==> config.mk <==
export PLATFORM = sky130hd
export DESIGN_NAME = boot_image_loader
export DESIGN_NICKNAME = d
export VERILOG_FILES = /design/src/rtl/boot_image_loader.sv
export SDC_FILE = /design/constraint.sdc
export NUM_CORES = 1
export LEC_CHECK = 0
export CAP_MARGIN = 20
export CORE_ASPECT_RATIO = 0.9
export CORE_MARGIN = 1
export CORE_UTILIZATION = 52
export DETAILED_ROUTE_END_ITERATION = 12
export GPL_TIMING_DRIVEN = 0
export HOLD_SLACK_MARGIN = 0.1
export PLACE_DENSITY = 0.85
export SYNTH_ARGS = -nofsm -noshare
export SYNTH_HDL_FRONTEND = slang
export SYNTH_SLANG_ARGS = --single-unit
export TNS_END_PERCENT = 50
==> constraint.sdc <==
create_clock -name clk_sys -period 5.11 [get_ports clk_sys]
set_input_delay 1.022 -clock clk_sys [delete_from_list [all_inputs] [get_ports clk_sys]]
set_output_delay 1.022 -clock clk_sys [all_outputs]
set_load 0.1 [all_outputs]
==> src/rtl/boot_image_loader.sv <==
// boot_image_loader: copies IMAGE_LEN words from ROM to a destination port, then pulses execute_enable.
module boot_image_loader #(
    parameter int ADDR_W     = 16,
    parameter int DATA_W     = 8,
    parameter int IMAGE_LEN  = 276,
    parameter int ROM_LAT    = 1,
    parameter int DEST_BASE  = 0,
    parameter int EXEC_ADDR  = 0,
    parameter int AUTO_START = 1
) (
    input  logic              clk_sys,
    input  logic              reset_n,
    input  logic              start,
    output logic [ADDR_W-1:0] rom_addr,
    input  logic [DATA_W-1:0] rom_data,
    output logic              dn_go,
    output logic              dn_wr,
    output logic [ADDR_W-1:0] dn_addr,
    output logic [DATA_W-1:0] dn_data,
    input  logic              dn_wait,
    output logic              execute_enable,
    output logic [ADDR_W-1:0] execute_addr,
    output logic              done
);
    typedef enum logic [2:0] {IDLE, FETCH, WRITE, EXEC, DONE} state_t;
    localparam logic [ADDR_W:0]   LEN      = (ADDR_W+1)'(IMAGE_LEN);
    localparam logic [ADDR_W:0]   ONE      = (ADDR_W+1)'(1);
    localparam logic [ADDR_W-1:0] BASE     = ADDR_W'(DEST_BASE);
    localparam logic [1:0]        LAT_LAST = 2'(ROM_LAT - 1);
    localparam state_t            FIRST    = (IMAGE_LEN == 0) ? EXEC : FETCH;
    state_t            state, state_nx;
    logic [ADDR_W:0]   idx, idx_nx;
    logic [1:0]        lat, lat_nx;
    logic [ADDR_W-1:0] addr_nx;
    logic [DATA_W-1:0] data_nx;
    always_comb begin
        state_nx = state;
        idx_nx   = idx;
        lat_nx   = '0;
        addr_nx  = dn_addr;
        data_nx  = dn_data;
        case (state)
            IDLE, DONE: if (start || (state == IDLE && AUTO_START != 0)) begin
                idx_nx   = '0;
                state_nx = FIRST;
            end
            FETCH: if (lat == LAT_LAST) begin
                addr_nx  = BASE + idx[ADDR_W-1:0];
                data_nx  = rom_data;
                state_nx = WRITE;
            end else begin
                lat_nx = lat + 2'd1;
            end
            WRITE: if (!dn_wait) begin
                idx_nx   = idx + ONE;
                state_nx = (idx + ONE == LEN) ? EXEC : FETCH;
            end
            EXEC:    state_nx = DONE;
            default: state_nx = IDLE;
        endcase
    end
    always_ff @(posedge clk_sys or negedge reset_n) begin
        if (!reset_n) begin
            state   <= IDLE;
            idx     <= '0;
            lat     <= '0;
            dn_addr <= '0;
            dn_data <= '0;
        end else begin
            state   <= state_nx;
            idx     <= idx_nx;
            lat     <= lat_nx;
            dn_addr <= addr_nx;
            dn_data <= data_nx;
        end
    end
    assign rom_addr       = idx[ADDR_W-1:0];
    assign dn_go          = state == FETCH || state == WRITE;
    assign dn_wr          = state == WRITE;
    assign execute_enable = state == EXEC;
    assign done           = state == DONE;
    assign execute_addr   = ADDR_W'(EXEC_ADDR);
endmodule

==> results.json, run 1 <==
{
  "status": "complete, no violations",
  "hold_viol": 0,
  "synth-async-reset-ratio_pct": 100,
  "syn2layout_area_growth_pct": 31.7,
  "mostFrequentLayoutCell": "clkdlybuf4s50_1",
  "wire_per_inst_um": 14.5,
  "final-setup-viol-count": 0,
  "fillers": 332,
  "finalWorstSetupSlack_ns": 1.82,
  "htree_num_levels": 2,
  "cp.depth": 3,
  "final_cells": 389,
  "dieArea_um2": 5210,
  "dr_wl_met2_um": 2780,
  "cp_cell_sequence": "nand2b_1, nor2_1, clkdlybuf4s50_1",
  "drt-initial-drc-count": 146,
  "cts_buffer_depth": 2,
  "cts_sinks": 46,
  "cts_tree": "yes",
  "pin_count": 72,
  "synth.avg_cell_area_um2": 10.3,
  "critical_path_class": "reg -> out",
  "start_kind": "flip-flop",
  "vdd_drop_max_mv": 0.385,
  "track_usage_pct": 22.6,
  "grt-ovfl-total": 0,
  "num_antenna_cells": 0,
  "worst_path_largest_cell_delay_ns": 1.16,
  "rsz0062_at_grt": "no",
  "fin_skew_ns": 0.0102,
  "cts_inserted_buffers": 5,
  "dr_total_vias": 2058,
  "wl_met1_um": 2430,
  "synth_edf_count": 0,
  "gp_congestion": 0.783,
  "post-route-min-period_ns": 3.29,
  "drive_gt1_share_pct": 25.7,
  "drt_wl_total_um": 5630,
  "finalPower_uw": 1640,
  "cts_root_buffer": "clkbuf_8",
  "place_inst": 382,
  "synth_area_um2": 2560,
  "grt_max_degree": 28,
  "p_leak_uw": 0.00158,
  "clk_pin_slew_ns": 0.08,
  "port_buffers": 55,
  "ys_warn_count": 0,
  "max_cap_viol_count": 0,
  "grt_pass1_vias": 1898,
  "dr_wl_met3_um": 343,
  "ys_ff_latch": 46,
  "hold_path_class": "reg -> reg",
  "clock_latency_ns": 0.30,
  "cp_top_family": "buffers and inverters",
  "rr_worst_depth": 5,
  "cts-resized-gates": 0,
  "endpoint_kind": "primary output",
  "final_cell_mix": "clkdlybuf4s50_1 (54), dfrtp_1 (46), buf_4 (32)",
  "drc": 0,
  "yosysSeqAreaShare_pct": 45.0,
  "timing.rr.start": "state[1]$_DFFE_PN0P_",
  "rrSetupSlack_ns": 3.10,
  "fin_util_pct": 73.7,
  "dp_hpwl_um": 3950,
  "routed.top_layer": "met4",
  "fp.dieH_um": 68.5,
  "antenna_found_initial": 0,
  "first_pass_iters": 4,
  "crit_buf_inv": 1,
  "nets": 342,
  "drv_slew": 0,
  "antenna_left": 0,
  "power.density_nw_per_um2": 488,
  "cp-endpoint": "dn_wr",
  "netlist_instances": 249,
  "crit_arrival_ns": 2.27,
  "initial_core_util_pct": 55.9,
  "hold_buffers": 0,
  "tightest_slew_ns": 0.987,
  "slew-limit-headroom_pct": 34.0,
  "vias_per_cell": 5.29,
  "post-place-ws_ns": 2.10,
  "post_cts_buffers": 0,
  "die_w_um": 75.9,
  "final.period_utilization_pct": 64.4,
  "yosys.cell_types.count": 43,
  "core_region_area_um2": 4580,
  "crit_slowest_cell": "clkdlybuf4s50_1",
  "yosys_most_used_dff": "dfrtp_1",
  "grt_pass1_wl_um": 9000,
  "cp.required_ns": 4.09,
  "max_freq_ghz": 0.304,
  "fin_setup_tns_ns": 0,
  "worstPathMaxFanout": 8,
  "r2r-end": "idx[8]$_DFFE_PN0P_",
  "critPathLaunch": "state[0]$_DFFE_PN0P_",
  "fp-row-count": 23
}
-- worst min-delay path by stage --
stage                                 start                       to  slack (ns)  cells after the start
detailed placement   dn_addr[5]$_DFFE_PN0P_   dn_addr[5]$_DFFE_PN0P_        0.50                      1
CTS                 dn_addr[14]$_DFFE_PN0P_  dn_addr[14]$_DFFE_PN0P_        0.51                      1
finish              dn_addr[14]$_DFFE_PN0P_  dn_addr[14]$_DFFE_PN0P_        0.51                      1
floorplan               idx[16]$_DFFE_PN0P_      idx[16]$_DFFE_PN0P_        0.51                      2
global route         dn_data[5]$_DFFE_PN0P_   dn_data[5]$_DFFE_PN0P_        0.53                      1
global placement     dn_data[3]$_DFFE_PN0P_   dn_data[3]$_DFFE_PN0P_        0.49                      1
-- cells in the mapped netlist (2+ instances only) --
master    number  area [µm²]
nor3_1         2        10.0
clkbuf_1       5        18.8
buf_2          9        45.0
nor2_1        16        60.1
buf_4         32         240
nor2b_1        3        18.8
and4_1         2        17.5
a31oi_1        5        31.3
o21ai_0       18        90.1
xor2_1         2        17.5
o21bai_1       2        15.0
ha_1           3        37.5
inv_1          6        22.5
nor4_2         2        25.0
nand2b_1       3        18.8
mux2_2        24         270
o41ai_1        5        43.8
nand2_1       11        41.3
clkbuf_2       2        10.0
nand4_1        3        18.8
and3_1         2        12.5
o31ai_1        7        52.6
and2_1         3        18.8
a21oi_1        6        30.0
nand3b_1       3        22.5
dfrtp_1       46        1150
nor3b_1        4        30.0
or3_1          2        12.5
nand3_1        7        35.0
-- where the power goes --
group / switching, µW / total [µW] / internal (µW)
combinational: 660 / 903 / 243
sequential: 49.2 / 468 / 418
clock: 117 / 273 / 156
-- per-layer routing --
| layer | vias to the layer above | global-route usage [%] |
|---|---|---|
| li1 | 986 | - |
| met3 | 11 | 4.34 |
| met2 | 86 | 40.0 |
| met5 | - | 0 |
| met4 | 0 | 9.13 |
| met1 | 975 | 28.0 |
-- worst register-to-register path, delay by kind of cell (launching register included) --
kind                   cells  cell delay (ns)
buffers and inverters      1             0.45
AO/OA/AOI/OAI              4             0.96
flip-flops                 1             0.47
-- cell type report --
cell class / count / area, µm² / area share (%)
multi-input combinational: 164 / 1130 / 33.4
buffer: 48 / 314 / 9.32
timing repair buffer: 56 / 566 / 16.8
inverter: 6 / 22.5 / 0.668
sequential: 46 / 1150 / 34.1
clock buffer: 6 / 82.6 / 2.45
clock inverter: 1 / 30.0 / 0.891
tap: 62 / 77.6 / 2.30
-- cells by family after synthesis --
group / count (synthesis) / share of synthesized area, %
muxes: 24 / 10.6
buffers and inverters: 54 / 13.2
xor gates and xnor gates: 4 / 1.66
other: 1 / 0.147
adders and majority gates: 3 / 1.47
DFF: 46 / 45.0
AOI/OAI and AO/OA: 47 / 11.5
and+or+nand+nor: 70 / 16.5
-- flip-flops by register name (all words and copies together) (netlist names) --
name and flops:
dn_data 8, state 3, idx 17, dn_addr 16, lat 2
-- stage by stage --
step	area [µm²]	hold WS, ns
global route	3370	0.532
detailed placement	3260	0.495
floorplan	2620	0.507
CTS	3370	0.514
global placement	3240	0.490
finish	3370	0.511
No activity file was read; power rests on OpenSTA's default activity.
==> run 2: changes to the inputs <==
--- a/config.mk
+++ b/config.mk
@@ -8,11 +8,11 @@
 export CAP_MARGIN = 20
 export CORE_ASPECT_RATIO = 0.9
 export CORE_MARGIN = 1
-export CORE_UTILIZATION = 52
+export CORE_UTILIZATION = 48
 export DETAILED_ROUTE_END_ITERATION = 12
 export GPL_TIMING_DRIVEN = 0
 export HOLD_SLACK_MARGIN = 0.1
-export PLACE_DENSITY = 0.85
+export PLACE_DENSITY = 0.79
 export SYNTH_ARGS = -nofsm -noshare
 export SYNTH_HDL_FRONTEND = slang
 export SYNTH_SLANG_ARGS = --single-unit
==> constraint.sdc (replaced) <==
create_clock -name clk_sys -period 3.27 [get_ports clk_sys]
set_input_delay 0.654 -clock clk_sys [delete_from_list [all_inputs] [get_ports clk_sys]]
set_output_delay 0.654 -clock clk_sys [all_outputs]
set_load 0.1 [all_outputs]
==> run 2 against run 1 <==
Against the previous run: clock skew fell by 0.0058 ns; critical path depth is the same; first-iteration DRC count down 27%; global-route usage shrank 2.5 points; worst hold slack got worse by 0.22 ns; critical path type unchanged; highest routed layer unchanged.
==> results.json, run 2 (same netlist as run 1, synthesis figures left out) <==
{
  "hold_path_class": "in -> async",
  "hold_buffers": 0,
  "grt_max_degree": 30,
  "grt_pass1_wl_um": 8960,
  "power.density_nw_per_um2": 748,
  "final-setup-viol-count": 0,
  "htree_num_levels": 2,
  "worstPathMaxFanout": 8,
  "num_antenna_cells": 0,
  "dieArea_um2": 5630,
  "fin_setup_tns_ns": 0,
  "cts_tree": "yes",
  "fp.dieH_um": 71.3,
  "fp-row-count": 24,
  "largest_reg_flops": 17,
  "cts_sinks": 46,
  "cts-resized-gates": 0,
  "holdWs_ns": 0.290,
  "die_w_um": 79.0,
  "final_cells": 393,
  "r2r-end": "idx[8]$_DFFE_PN0P_",
  "dr_total_vias": 2061,
  "tightest_slew_ns": 0.985,
  "critical_path_class": "reg -> out",
  "reg_top3": "idx: 17 flops, dn_addr: 16 flops, dn_data: 8 flops",
  "mostFrequentLayoutCell": "clkdlybuf4s50_1",
  "drive_gt1_share_pct": 26.2,
  "wire_per_inst_um": 13.6,
  "final.period_utilization_pct": 89.7,
  "first_pass_iters": 4,
  "p_leak_uw": 0.00158,
  "gp_congestion": 0.791,
  "antenna_found_initial": 0,
  "grt-ovfl-total": 0,
  "track_usage_pct": 20.0,
  "status": "complete, no violations",
  "dp_hpwl_um": 3850,
  "rr_worst_depth": 5,
  "syn2layout_area_growth_pct": 31.8,
  "vias_per_cell": 5.24,
  "largest_register": "idx",
  "drt-initial-drc-count": 107,
  "post-route-min-period_ns": 2.93,
  "core_region_area_um2": 4980,
  "max_freq_ghz": 0.341,
  "antenna_left": 0,
  "initial_core_util_pct": 51.3,
  "final_area_um2": 3370,
  "endpoint_kind": "primary output",
  "worst_path_largest_cell_delay_ns": 1.16,
  "drc": 0,
  "pin_count": 72,
  "slew-limit-headroom_pct": 34.1,
  "grt_pass1_vias": 1933,
  "vdd_drop_max_mv": 0.509,
  "start_kind": "flip-flop",
  "post_cts_buffers": 0,
  "timing.rr.start": "state[1]$_DFFE_PN0P_",
  "crit_slowest_cell": "clkdlybuf4s50_1",
  "max_cap_viol_count": 0,
  "place_inst": 385,
  "final_cell_mix": "clkdlybuf4s50_1 (54), dfrtp_1 (46), buf_4 (32)",
  "rsz0062_at_grt": "no",
  "cts_inserted_buffers": 5,
  "hold_viol": 0,
  "drv_slew": 0,
  "cp.required_ns": 2.62,
  "crit_arrival_ns": 2.28,
  "port_buffers": 55,
  "placed_area_um2": 3270,
  "rrSetupSlack_ns": 1.11,
  "fin_skew_ns": 0.00441,
  "clock_latency_ns": 0.29,
  "nets": 342,
  "cts_root_buffer": "clkbuf_8",
  "clk_pin_slew_ns": 0.08,
  "cts_buffer_depth": 2,
  "cp_cell_sequence": "nand2b_1, nor2_1, clkdlybuf4s50_1",
  "drt_wl_total_um": 5330
}
[run 2: critical path: cells and delay by family, from the launching register on]
family	cells	cell delay, ns
buf+inv	1	1.16
flops	1	0.46
simple gates	2	0.37
[run 2: routing by layer]
metal / vias up / global-route usage (%) / routed length [µm]
met5: - / 0 / 0
met4: 0 / 5.45 / 44
met3: 6 / 3.95 / 336
met2: 70 / 34.1 / 2610
met1: 993 / 26.2 / 2350
li1: 992 / - / -
[run 2: worst max path at each step]
stage                                   endpoint  slack, ns            startpoint  cells past startpoint
final                                      dn_wr       0.34  state[0]$_DFFE_PN0P_                      3
after global routing                       dn_wr       0.26  state[0]$_DFFE_PN0P_                      3
after CTS                                  dn_wr       0.32  state[0]$_DFFE_PN0P_                      3
after detailed placement      idx[8]$_DFFE_PN0P_       0.59               dn_wait                      6
after global placement    dn_data[6]$_DFFE_PN0P_       0.26               reset_n                      1
after floorplan                            dn_go       0.54  state[1]$_DFFE_PN0P_                      2
[run 2: final cells by class]
type	instances	area [µm²]
Multi-Input combinational cell	164	1130
Buffer	48	314
Timing Repair Buffer	56	566
Fill cell	409	1610
Tap cell	65	81.3
Clock inverter	1	8.76
Sequential cell	46	1150
Inverter	6	22.5
Clock buffer	7	96.3
[run 2: power by group]
part           internal (µW)  switching [µW]  leakage [µW]  total, µW
sequential               654            80.1      0.000620        734
combinational            382            1030      0.000903       1410
clock                    194             184     0.0000544        378
total                   1230            1290       0.00158       2520
[run 2: per-stage QoR]
step | util, % | setup WS [ns] | power, µW
2_1_floorplan | - | 0.540 | 1840
3_3_place_gp | 65.2 | 0.256 | 2130
3_5_place_dp | 65.5 | 0.586 | 2160
4_1_cts | 67.6 | 0.324 | 2540
5_1_grt | 67.6 | 0.264 | 2630
6_report | 67.6 | 0.336 | 2520
==> run 3: changes to the inputs <==
--- a/config.mk
+++ b/config.mk
@@ -5,14 +5,14 @@
 export SDC_FILE = /design/constraint.sdc
 export NUM_CORES = 1
 export LEC_CHECK = 0
-export CAP_MARGIN = 20
+export ABC_AREA = 1
 export CORE_ASPECT_RATIO = 0.9
 export CORE_MARGIN = 1
 export CORE_UTILIZATION = 48
 export DETAILED_ROUTE_END_ITERATION = 12
 export GPL_TIMING_DRIVEN = 0
 export HOLD_SLACK_MARGIN = 0.1
-export PLACE_DENSITY = 0.79
+export PLACE_DENSITY = 0.8
 export SYNTH_ARGS = -nofsm -noshare
 export SYNTH_HDL_FRONTEND = slang
 export SYNTH_SLANG_ARGS = --single-unit
==> run 3 against run 2 <==
Against the previous run: register-to-register slack improved by 0.32 ns; clock skew increased by 0.0014 ns; sequential cell count unchanged; clock power increased by 11%; cell area decreased by 1.6%; sequential power decreased by 3.1%; critical path type unchanged; largest power group unchanged.
==> results.json, run 3 <==
{
  "fin_setup_tns_ns": 0,
  "grt_pass1_wl_um": 9710,
  "wire_per_inst_um": 12.9,
  "swShare_pct": 53.0,
  "yosysTopAreaCell": "dfrtp_1",
  "synthTopCellsByArea": "dfrtp_1 (46%), nand2_1 (11%), buf_4 (9.9%)",
  "yosys.cell_types.count": 23,
  "vias_per_cell": 4.91,
  "drt_wl_total_um": 5780,
  "crit_arrival_ns": 2.46,
  "synth_area_um2": 2500,
  "wl_met1_um": 2600,
  "p_comb_share_pct": 57.7,
  "crit_top_cell": "inv_1",
  "hold_buffers": 0,
  "endpoint_kind": "primary output",
  "drv_slew": 0,
  "yosysSeqAreaShare_pct": 46.1,
  "clk_pin_slew_ns": 0.08,
  "finalPower_uw": 2670,
  "ys_warn_count": 0,
  "p_int_uw": 1260,
  "core_region_area_um2": 4920,
  "drt-initial-drc-count": 158,
  "ys_ff_latch": 46,
  "hold_path_class": "in -> async",
  "pin_count": 72,
  "yosysMostFrequentCell": "nand2_1",
  "critPathLaunch": "state[2]$_DFFE_PN0P_",
  "start_kind": "flip-flop",
  "power.density_nw_per_um2": 806,
  "track_usage_pct": 22.8,
  "reg_top3": "idx: 17 flops, dn_addr: 16 flops, dn_data: 8 flops",
  "clockPowerShare_pct": 15.7,
  "slew-limit-headroom_pct": 34.7,
  "rrSetupSlack_ns": 1.43,
  "crit_slowest_cell": "dlygate4sd2_1",
  "rsz0062_at_grt": "no",
  "initial_core_util_pct": 50.7,
  "clock_latency_ns": 0.29,
  "final_cell_mix": "nand2_1 (71), clkdlybuf4s50_1 (53), dfrtp_1 (46)",
  "drive_gt1_share_pct": 16.0,
  "post-place-ws_ns": 0.185,
  "cts_buffer_depth": 2,
  "largest_register": "idx",
  "fin_skew_ns": 0.00577,
  "syn2layout_area_growth_pct": 32.9,
  "post-route-min-period_ns": 3.12,
  "first_pass_iters": 4,
  "tightest_slew_ns": 0.977,
  "routed.top_layer": "met4",
  "dieArea_um2": 5490,
  "dr_wl_met3_um": 414,
  "die_w_um": 78.0,
  "netlist_instances": 304,
  "synth_top_cell_area_share_pct": 46.1,
  "fp.dieH_um": 70.4,
  "final_area_um2": 3320,
  "hold_viol": 0,
  "gp_congestion": 0.899,
  "post_cts_buffers": 0,
  "synth_edf_count": 0,
  "cts_root_buffer": "clkbuf_8",
  "cts_sinks": 46,
  "timing.rr.start": "idx[0]$_DFFE_PN0P_",
  "p_switching_uw": 1420,
  "synth.avg_cell_area_um2": 8.21,
  "dr_total_vias": 2195,
  "antenna_left": 0,
  "cp_top_family": "buffers and inverters",
  "crit_buf_inv": 4,
  "num_antenna_cells": 0,
  "final-setup-viol-count": 0,
  "fin_util_pct": 67.4,
  "cp.required_ns": 2.62,
  "sequentialPowerShare_pct": 26.6,
  "placed_area_um2": 3210,
  "port_buffers": 55,
  "max_freq_ghz": 0.321,
  "cts_inserted_buffers": 5,
  "cp_cell_sequence": "inv_1, nand3_2, inv_1, clkbuf_1, dlygate4sd2_1",
  "vdd_drop_max_mv": 0.700,
  "drc": 0,
  "final.period_utilization_pct": 95.3,
  "fillers": 422,
  "ys_top_cells_by_count": "nand2_1 (71), dfrtp_1 (46), buf_4 (33)",
  "max_cap_viol_count": 0,
  "synth-async-reset-ratio_pct": 100,
  "yosys_most_used_dff": "dfrtp_1",
  "p_leak_uw": 0.00151,
  "fp-row-count": 24,
  "grt_max_degree": 25,
  "cts-resized-gates": 1,
  "antenna_found_initial": 0,
  "status": "complete, no violations",
  "worstPathMaxFanout": 10,
  "htree_num_levels": 2,
  "grt_pass1_vias": 2161,
  "cts_tree": "yes",
  "dr_wl_met2_um": 2660,
  "mostFrequentLayoutCell": "nand2_1",
  "worst_path_largest_cell_delay_ns": 0.92,
  "finalWorstSetupSlack_ns": 0.152,
  "grt-ovfl-total": 0,
  "largest_reg_flops": 17,
  "dp_hpwl_um": 4230,
  "nets": 397,
  "critical_path_class": "reg -> out"
}
-- run 3: worst paths after layout --
| check | end | cells past startpoint |
|---|---|---|
| worst max-delay path | dn_wr | 5 |
| worst min-delay path | dn_data[2]$_DFFE_PN0P_ | 1 |
| worst max register to register | state[1]$_DFFE_PN0P_ | 13 |
| worst min register to register | dn_addr[12]$_DFFE_PN0P_ | 2 |
| max in group asynchronous | idx[6]$_DFFE_PN0P_ | 2 |
| min in group clk_sys | dn_addr[12]$_DFFE_PN0P_ | 2 |
-- run 3: area by class of cell --
| cell class | instances | area (µm²) | share of cell area [%] |
|---|---|---|---|
| sequential | 46 | 1150 | 34.7 |
| multi-input combinational | 202 | 1010 | 30.4 |
| timing repair buffer | 56 | 572 | 17.2 |
| buffer | 39 | 273 | 8.22 |
| inverter | 32 | 120 | 3.62 |
| clock buffer | 6 | 82.6 | 2.49 |
| tap | 65 | 81.3 | 2.45 |
| clock inverter | 1 | 30.0 | 0.905 |
-- run 3: metrics by stage --
stage          hold WS, ns  cells
5_1_grt              0.380    447
4_1_cts              0.359    447
6_report             0.340    447
3_5_place_dp         0.478    440
3_3_place_gp         0.472    439
2_1_floorplan        0.358    319
-- run 3: worst register-to-register path: stages, from the launching register on --
cell and delay (ns):
dfrtp_1 0.44, ha_1 0.26, nand3_1 0.19, nor2_2 0.19, nor2_1 0.05, nor2_1 0.14
nand2_1 0.08, nor2_1 0.09, nand2_1 0.06, nor2_1 0.08, nand2_1 0.06, nand2_1 0.06
nand2_1 0.05, nand2_1 0.05
-- run 3: routing by layer --
layer / global-route usage [%] / up-vias
met3: 4.18 / 11
li1: - / 1089
met4: 8.85 / 0
met1: 29.0 / 1011
met2: 38.4 / 84
met5: 0 / -
-- run 3: cell families after synthesis --
kind of cell    Yosys count  synth area share, %
compound gates           37                 8.22
xor+xnor                  3                 1.05
fa+ha+maj                 3                 1.50
buf+inv                  71                 15.7
flops                    46                 46.1
mux                       8                 3.61
other cells               1                0.150
simple gates            135                 23.6
-- run 3: power by group through the flow --
stage / Sequential, µW / Combinational, µW / Clock [µW]
after global routing: 726 / 1610 / 454
after floorplan: 1180 / 725 / 0
after detailed placement: 724 / 1550 / 0
after CTS: 712 / 1550 / 431
after global placement: 719 / 1520 / 0
final: 711 / 1540 / 421
